`src/rtl/core_mgmt_axil_bridge.sv`:
```
// AXI4-Lite slave front end for the core-management register map: independent write and read FSMs with a read timeout.
// Optional build macro CORE_MGMT_ADDR_RANGE_CHECK_EN rejects addresses outside the 32-entry map with SLVERR.
module core_mgmt_axil_bridge #(
  parameter int ADDR_W     = 32,
  parameter int DATA_W     = 32,
  parameter int RD_TIMEOUT = 16
) (
  input  logic              clk,
  input  logic              rst,
  input  logic              s_awvalid,
  output logic              s_awready,
  input  logic [ADDR_W-1:0] s_awaddr,
  input  logic              s_wvalid,
  output logic              s_wready,
  input  logic [DATA_W-1:0] s_wdata,
  output logic              s_bvalid,
  input  logic              s_bready,
  output logic [1:0]        s_bresp,
  input  logic              s_arvalid,
  output logic              s_arready,
  input  logic [ADDR_W-1:0] s_araddr,
  output logic              s_rvalid,
  input  logic              s_rready,
  output logic [DATA_W-1:0] s_rdata,
  output logic [1:0]        s_rresp,
  output logic              mg_wvalid,
  output logic [DATA_W-1:0] mg_wdata,
  output logic [ADDR_W-1:0] mg_waddr,
  output logic              mg_arvalid,
  output logic [ADDR_W-1:0] mg_raddr,
  input  logic              mg_rvalid,
  input  logic [DATA_W-1:0] mg_rdata
);

  typedef enum logic [1:0] {W_IDLE = 2'd0, W_ISSUE = 2'd1, W_RESP = 2'd2} w_state_e;
  typedef enum logic [1:0] {R_IDLE = 2'd0, R_WAIT = 2'd1, R_RESP = 2'd2} r_state_e;

  localparam logic [7:0]        TMO      = 8'(RD_TIMEOUT);
  localparam logic [DATA_W-1:0] ERR_DATA = DATA_W'(32'hDEAD_BEEF);
  localparam logic [1:0]        RESP_OK  = 2'b00;
  localparam logic [1:0]        RESP_ERR = 2'b10;
`ifdef CORE_MGMT_ADDR_RANGE_CHECK_EN
  localparam bit RANGE_EN = 1'b1;
`else
  localparam bit RANGE_EN = 1'b0;
`endif

  function automatic logic addr_oob(input logic [ADDR_W-1:0] a);
    return RANGE_EN && (|a[ADDR_W-1:5]);
  endfunction

  w_state_e          w_state_q, w_state_d;
  logic              aw_held_q, aw_held_d, w_held_q, w_held_d, werr_q, werr_d;
  logic [ADDR_W-1:0] waddr_q, waddr_d;
  logic [DATA_W-1:0] wdata_q, wdata_d;
  logic              s_awready_q, s_awready_d, s_wready_q, s_wready_d;
  logic              mg_wvalid_q, mg_wvalid_d, s_bvalid_q, s_bvalid_d;
  logic [1:0]        s_bresp_q, s_bresp_d;

  r_state_e          r_state_q, r_state_d;
  logic [7:0]        cnt_q, cnt_d;
  logic [ADDR_W-1:0] raddr_q, raddr_d;
  logic [DATA_W-1:0] rdata_q, rdata_d;
  logic [1:0]        rresp_q, rresp_d;
  logic              s_arready_q, s_arready_d, mg_arvalid_q, mg_arvalid_d, s_rvalid_q, s_rvalid_d;

  // Write path next state; outputs are decoded from the next state so they are registered.
  always_comb begin
    w_state_d = w_state_q;
    aw_held_d = aw_held_q;
    w_held_d  = w_held_q;
    waddr_d   = waddr_q;
    wdata_d   = wdata_q;
    werr_d    = werr_q;
    case (w_state_q)
      W_IDLE: begin
        if (s_awvalid && s_awready_q) begin
          aw_held_d = 1'b1;
          waddr_d   = s_awaddr;
          werr_d    = addr_oob(s_awaddr);
        end else begin
          aw_held_d = aw_held_q;
        end
        if (s_wvalid && s_wready_q) begin
          w_held_d = 1'b1;
          wdata_d  = s_wdata;
        end else begin
          w_held_d = w_held_q;
        end
        if (aw_held_d && w_held_d) begin
          w_state_d = W_ISSUE;
        end else begin
          w_state_d = W_IDLE;
        end
      end
      W_ISSUE: w_state_d = W_RESP;
      W_RESP: begin
        if (s_bready) begin
          w_state_d = W_IDLE;
          aw_held_d = 1'b0;
          w_held_d  = 1'b0;
        end else begin
          w_state_d = W_RESP;
        end
      end
      default: begin
        w_state_d = W_IDLE;
        aw_held_d = 1'b0;
        w_held_d  = 1'b0;
      end
    endcase
    s_awready_d = (w_state_d == W_IDLE) && !aw_held_d;
    s_wready_d  = (w_state_d == W_IDLE) && !w_held_d;
    mg_wvalid_d = (w_state_d == W_ISSUE) && !werr_d;
    s_bvalid_d  = (w_state_d == W_RESP);
    s_bresp_d   = ((w_state_d == W_RESP) && werr_d) ? RESP_ERR : RESP_OK;
  end

  // Write path state and output registers.
  always_ff @(posedge clk or negedge rst) begin
    if (!rst) begin
      w_state_q   <= W_IDLE;
      aw_held_q   <= 1'b0;
      w_held_q    <= 1'b0;
      werr_q      <= 1'b0;
      waddr_q     <= '0;
      wdata_q     <= '0;
      s_awready_q <= 1'b0;
      s_wready_q  <= 1'b0;
      mg_wvalid_q <= 1'b0;
      s_bvalid_q  <= 1'b0;
      s_bresp_q   <= 2'b00;
    end else begin
      w_state_q   <= w_state_d;
      aw_held_q   <= aw_held_d;
      w_held_q    <= w_held_d;
      werr_q      <= werr_d;
      waddr_q     <= waddr_d;
      wdata_q     <= wdata_d;
      s_awready_q <= s_awready_d;
      s_wready_q  <= s_wready_d;
      mg_wvalid_q <= mg_wvalid_d;
      s_bvalid_q  <= s_bvalid_d;
      s_bresp_q   <= s_bresp_d;
    end
  end

  // Read path next state; out-of-range reads skip the map and complete with error data directly.
  always_comb begin
    r_state_d = r_state_q;
    cnt_d     = cnt_q;
    raddr_d   = raddr_q;
    rdata_d   = rdata_q;
    rresp_d   = rresp_q;
    case (r_state_q)
      R_IDLE: begin
        if (s_arvalid && s_arready_q) begin
          raddr_d = s_araddr;
          cnt_d   = 8'd0;
          if (addr_oob(s_araddr)) begin
            r_state_d = R_RESP;
            rdata_d   = ERR_DATA;
            rresp_d   = RESP_ERR;
          end else begin
            r_state_d = R_WAIT;
          end
        end else begin
          r_state_d = R_IDLE;
        end
      end
      R_WAIT: begin
        if (mg_rvalid) begin
          r_state_d = R_RESP;
          rdata_d   = mg_rdata;
          rresp_d   = RESP_OK;
        end else begin
          cnt_d = cnt_q + 8'd1;
          if (cnt_d == TMO) begin
            r_state_d = R_RESP;
            rdata_d   = ERR_DATA;
            rresp_d   = RESP_ERR;
          end else begin
            r_state_d = R_WAIT;
          end
        end
      end
      R_RESP: begin
        if (s_rready) begin
          r_state_d = R_IDLE;
        end else begin
          r_state_d = R_RESP;
        end
      end
      default: r_state_d = R_IDLE;
    endcase
    s_arready_d  = (r_state_d == R_IDLE);
    mg_arvalid_d = (r_state_d == R_WAIT);
    s_rvalid_d   = (r_state_d == R_RESP);
  end

  // Read path state and output registers.
  always_ff @(posedge clk or negedge rst) begin
    if (!rst) begin
      r_state_q    <= R_IDLE;
      cnt_q        <= 8'd0;
      raddr_q      <= '0;
      rdata_q      <= '0;
      rresp_q      <= 2'b00;
      s_arready_q  <= 1'b0;
      mg_arvalid_q <= 1'b0;
      s_rvalid_q   <= 1'b0;
    end else begin
      r_state_q    <= r_state_d;
      cnt_q        <= cnt_d;
      raddr_q      <= raddr_d;
      rdata_q      <= rdata_d;
      rresp_q      <= rresp_d;
      s_arready_q  <= s_arready_d;
      mg_arvalid_q <= mg_arvalid_d;
      s_rvalid_q   <= s_rvalid_d;
    end
  end

  assign s_awready  = s_awready_q;
  assign s_wready   = s_wready_q;
  assign s_bvalid   = s_bvalid_q;
  assign s_bresp    = s_bresp_q;
  assign mg_wvalid  = mg_wvalid_q;
  assign mg_waddr   = waddr_q;
  assign mg_wdata   = wdata_q;
  assign s_arready  = s_arready_q;
  assign mg_arvalid = mg_arvalid_q;
  assign mg_raddr   = raddr_q;
  assign s_rvalid   = s_rvalid_q;
  assign s_rdata    = rdata_q;
  assign s_rresp    = rresp_q;

endmodule

```
`config.mk`:
```
export PLATFORM = sky130hd
export DESIGN_NAME = core_mgmt_axil_bridge
export DESIGN_NICKNAME = d
export VERILOG_FILES = /design/src/rtl/core_mgmt_axil_bridge.sv
export SDC_FILE = /design/constraint.sdc
export NUM_CORES = 1
export LEC_CHECK = 0
export CAP_MARGIN = 25
export CORE_AREA = 2 2 102 177
export CTS_BUF_LIST = sky130_fd_sc_hd__clkbuf_4
export DETAILED_ROUTE_END_ITERATION = 8
export DIE_AREA = 0 0 104 179
export PLACE_DENSITY = 0.69
export SETUP_SLACK_MARGIN = 0.1
export SLEW_MARGIN = 20
export SYNTH_ARGS = -nofsm -noshare
export SYNTH_HDL_FRONTEND = slang
export SYNTH_SLANG_ARGS = --single-unit
```
`constraint.sdc`:
```
create_clock -name clk -period 3.1 [get_ports clk]
set_input_delay 0.62 -clock clk [delete_from_list [all_inputs] [get_ports clk]]
set_output_delay 0.62 -clock clk [all_outputs]
set_load 0.1 [all_outputs]
```
==> impl_results.md <==
- Netlist cell types: 40
- Final Hold Viols: 0
- Unrepaired setup endpoints after global routing: no
- Outcome: complete, no violations
- Vert. Die Dim: 179 um
- Top Ports: 275
- Fraction of final layout cells sized beyond drive strength 1: 37.6%
- Worst max-slew margin expressed relative to the limit: 54.3%
- Number of detailed-route iterations in the first pass: 4
- Horiz. Die Dim: 104 um
- Warnings from Yosys: 0
- Crit-path max FO: 33
- Number of buffers on the longest clock path: 2
- Vias in the first global route: 4,727
- Number of buffer and inverter stages on the critical path: 1
- Placer Congestion: 0.781
- Number of clock buffers inserted by TritonCTS: 17
- Global-route wire length before repair: 24,200 um
- Cell count after synthesis: 452
- Sequential-to-total area share from yosys stat: 64.5%
- Dominant synthesized flop cell: sky130_fd_sc_hd__dfrtp_1
- Multiplexer share of the synthesized area: 18.5%
- Number of nets in the final layout: 868
- Fin Setup TNS: 0 ns
- Core box area: 17,300 um^2
- Arrival time of data at the critical path endpoint: 2.57 ns
- Fraction of the mapped netlist area in compound gates: 3.97%
- Kind of cell adding the most delay to the critical path: compound AO/OA/AOI/OAI gates
- Die ar.: 18,600 um^2
- Synthesized cell area: 5900 um^2
- Number of maximum-capacitance constraint violations: 0
- Final worst path period need: 2.16 ns
- Hold buffers post-CTS: 0
- Routed WL: 15,600 um
- Sum of overflow across all layers after global routing: 0
- Syn-to-layout area delta: 50.5%
- Initial antenna violation count: 1
- Clock insertion delay at the later pin of the skew report: 0.52 ns
- Required time reported for the critical path endpoint: 3.51 ns
- Routed via count: 4,609
- Number of port buffers: 272
- Pin slew with the least headroom to its limit: 0.668 ns
- CTS root buffer: sky130_fd_sc_hd__clkbuf_4
- Avg Inst Size Synth: 13.0 um^2
- Share of flip-flops with an asynchronous set or reset after synthesis: 100%
- CTS-repair resized insts: 0
- Ordered cell list for the critical path: ha_1 -> a211oi_1 -> o2111ai_1 -> a2111o_1 -> buf_4 -> a21boi_0
- Clock edge transition at the registers on the reported setup and hold paths: 0.15 ns
- Share of the synthesized netlist area taken by xor and xnor gates: 0.149%
- DP HPWL: 11,600 um
- Post-detailed-route DRC marker count: 0
- Largest family of logic cells by synthesized area: multiplexers
- Kind of start point of the critical path: register
- Fin. max-slew vios: 0
- Post-detailed-route via-to-cell ratio: 4.73
- Critical path's slowest cell: sky130_fd_sc_hd__dfrtp_1
- # clock sinks: 152
- Final antenna-violating net count: 0
- Maximum number of pins on one net before global-route repair: 74
- Critical path type: register to register
- Tcrit/Tclk final: 69.8%
- Adder and majority gate portion of the synthesized area: 0.212%
- Drt first-iter violations: 112
- Number of H-tree levels: 4
- Register bit count reported by yosys: 152
- Number of synthesized flops with an enable pin: 0
- Proportion of netlist area held by the largest area contributor: 64.5%
- Worst clock skew on the final layout: 0.0227 ns
- Largest cells by area after synthesis: sky130_fd_sc_hd__dfrtp_1 65%, sky130_fd_sc_hd__mux2_2 18%, sky130_fd_sc_hd__nand2_1 5.0%, sky130_fd_sc_hd__nand3_1 2.5%, sky130_fd_sc_hd__a21boi_0 1.0%
- Count of buffers added by post-CTS timing repair for setup: 0
- Routed WL per cell: 16.0 um
- Final setup violation count: 0
- Category of the worst setup path capture point: register
- Simple-gate share of the synthesized area: 10.5%
- Library cell occupying the most area in the post-synthesis netlist: sky130_fd_sc_hd__dfrtp_1
- Clock tree from TritonCTS: done
- Global-route usage over all layers: 16.5%
- Effective utilization at floorplan: 34.1%
- Hold/Removal Path Class: primary input to asynchronous set/reset pin
- Max Clock Freq: 0.462 GHz
- Row count: 64
- Delay of the slowest critical-path stage: 0.47 ns
==> cell families (layout without fill, tap and decap cells) <==
family                     after synthesis  count (layout)
xor gates and xnor gates                 1               1
other                                    1               3
muxes                                   97              97
and+or+nand+nor                        137             137
buffers and inverters                   28             317
DFF                                    152             152
adders and majority gates                1               1
AOI/OAI and AO/OA                       35              35
==> final timing paths <==
check	from	to	slack [ns]	cells past startpoint
worst max-delay path	cnt_q[0]	s_rdata[20]	0.94	6
max in group asynchronous	rst	s_rvalid	2.25	2
worst min-delay path	rst	mg_waddr[18]	0.06	1
worst min register to register	werr_q	werr_q	0.51	2
min in group clk	werr_q	werr_q	0.51	2
worst max register to register	cnt_q[0]	s_rdata[20]	0.94	6
==> synthesized netlist by cell type (all sizes together) (3+ instances only) <==
cell type,count
a21boi,8
nand2,78
a21oi,5
dfrtp,152
clkbuf,16
o21ai,11
nand3,29
nor3,3
mux2,96
inv,4
nor2,9
buf,8
nor3b,3
==> layout make-up <==
cell class | count | area, um^2
Timing Repair Buffer | 283 | 2490
Fill cell | 1582 | 8420
Clock inverter | 13 | 146
Clock buffer | 17 | 128
Inverter | 4 | 15.0
Sequential cell | 152 | 3800
Multi-Input combinational cell | 273 | 2000
Antenna cell | 1 | 2.50
Tap cell | 231 | 289
==> metrics by stage <==
step           cells  instance area, um^2  hold WS [ns]  setup slack [ns]  util (%)
2_1_floorplan    453                 5900         0.324             0.744         -
3_3_place_gp     943                 8600         0.467             0.585      49.7
3_5_place_dp     943                 8600         0.475             0.550      49.7
4_1_cts          973                 8870        0.0495             0.942      51.3
5_1_grt          974                 8870        0.0551             0.747      51.3
6_report         974                 8870        0.0609             0.936      51.3
==> placed cells by master (no fill, tap or decap), drive strengths merged, types with 2 or more instances in the layout <==
cell	n
nand2b	2
o21ai	11
inv	8
buf	149
mux2	96
nor2	9
bufinv	2
a21oi	5
conb	2
and2	2
clkbuf	17
clkdlybuf4s50	134
nand2	78
a2111o	2
clkinv	3
and3	2
a21boi	8
nand3	29
nor3b	3
dfrtp	152
a211o	2
nor3	3
and4	2
a31oi	2
clkinvlp	4
==> flip-flops by register name (all words and copies together), names as in the netlist, 2 cells and up <==
register / count
mg_raddr: 32
mg_wdata: 32
cnt_q: 8
mg_waddr: 32
w_state_q: 2
s_rdata: 32
r_state_q: 2
==> metal layers <==
layer | up-vias | share of wire [%] | track usage (%)
li1 | 2114 | - | -
met2 | 172 | 57 | 31.8
met4 | 0 | 1.9 | 5.74
met3 | 17 | 5.7 | 4.87
met5 | - | 0 | 0
met1 | 2306 | 35 | 17.0
Power is not shown: default switching activity piles up to over one toggle a cycle in this logic, so the estimate is an artifact.
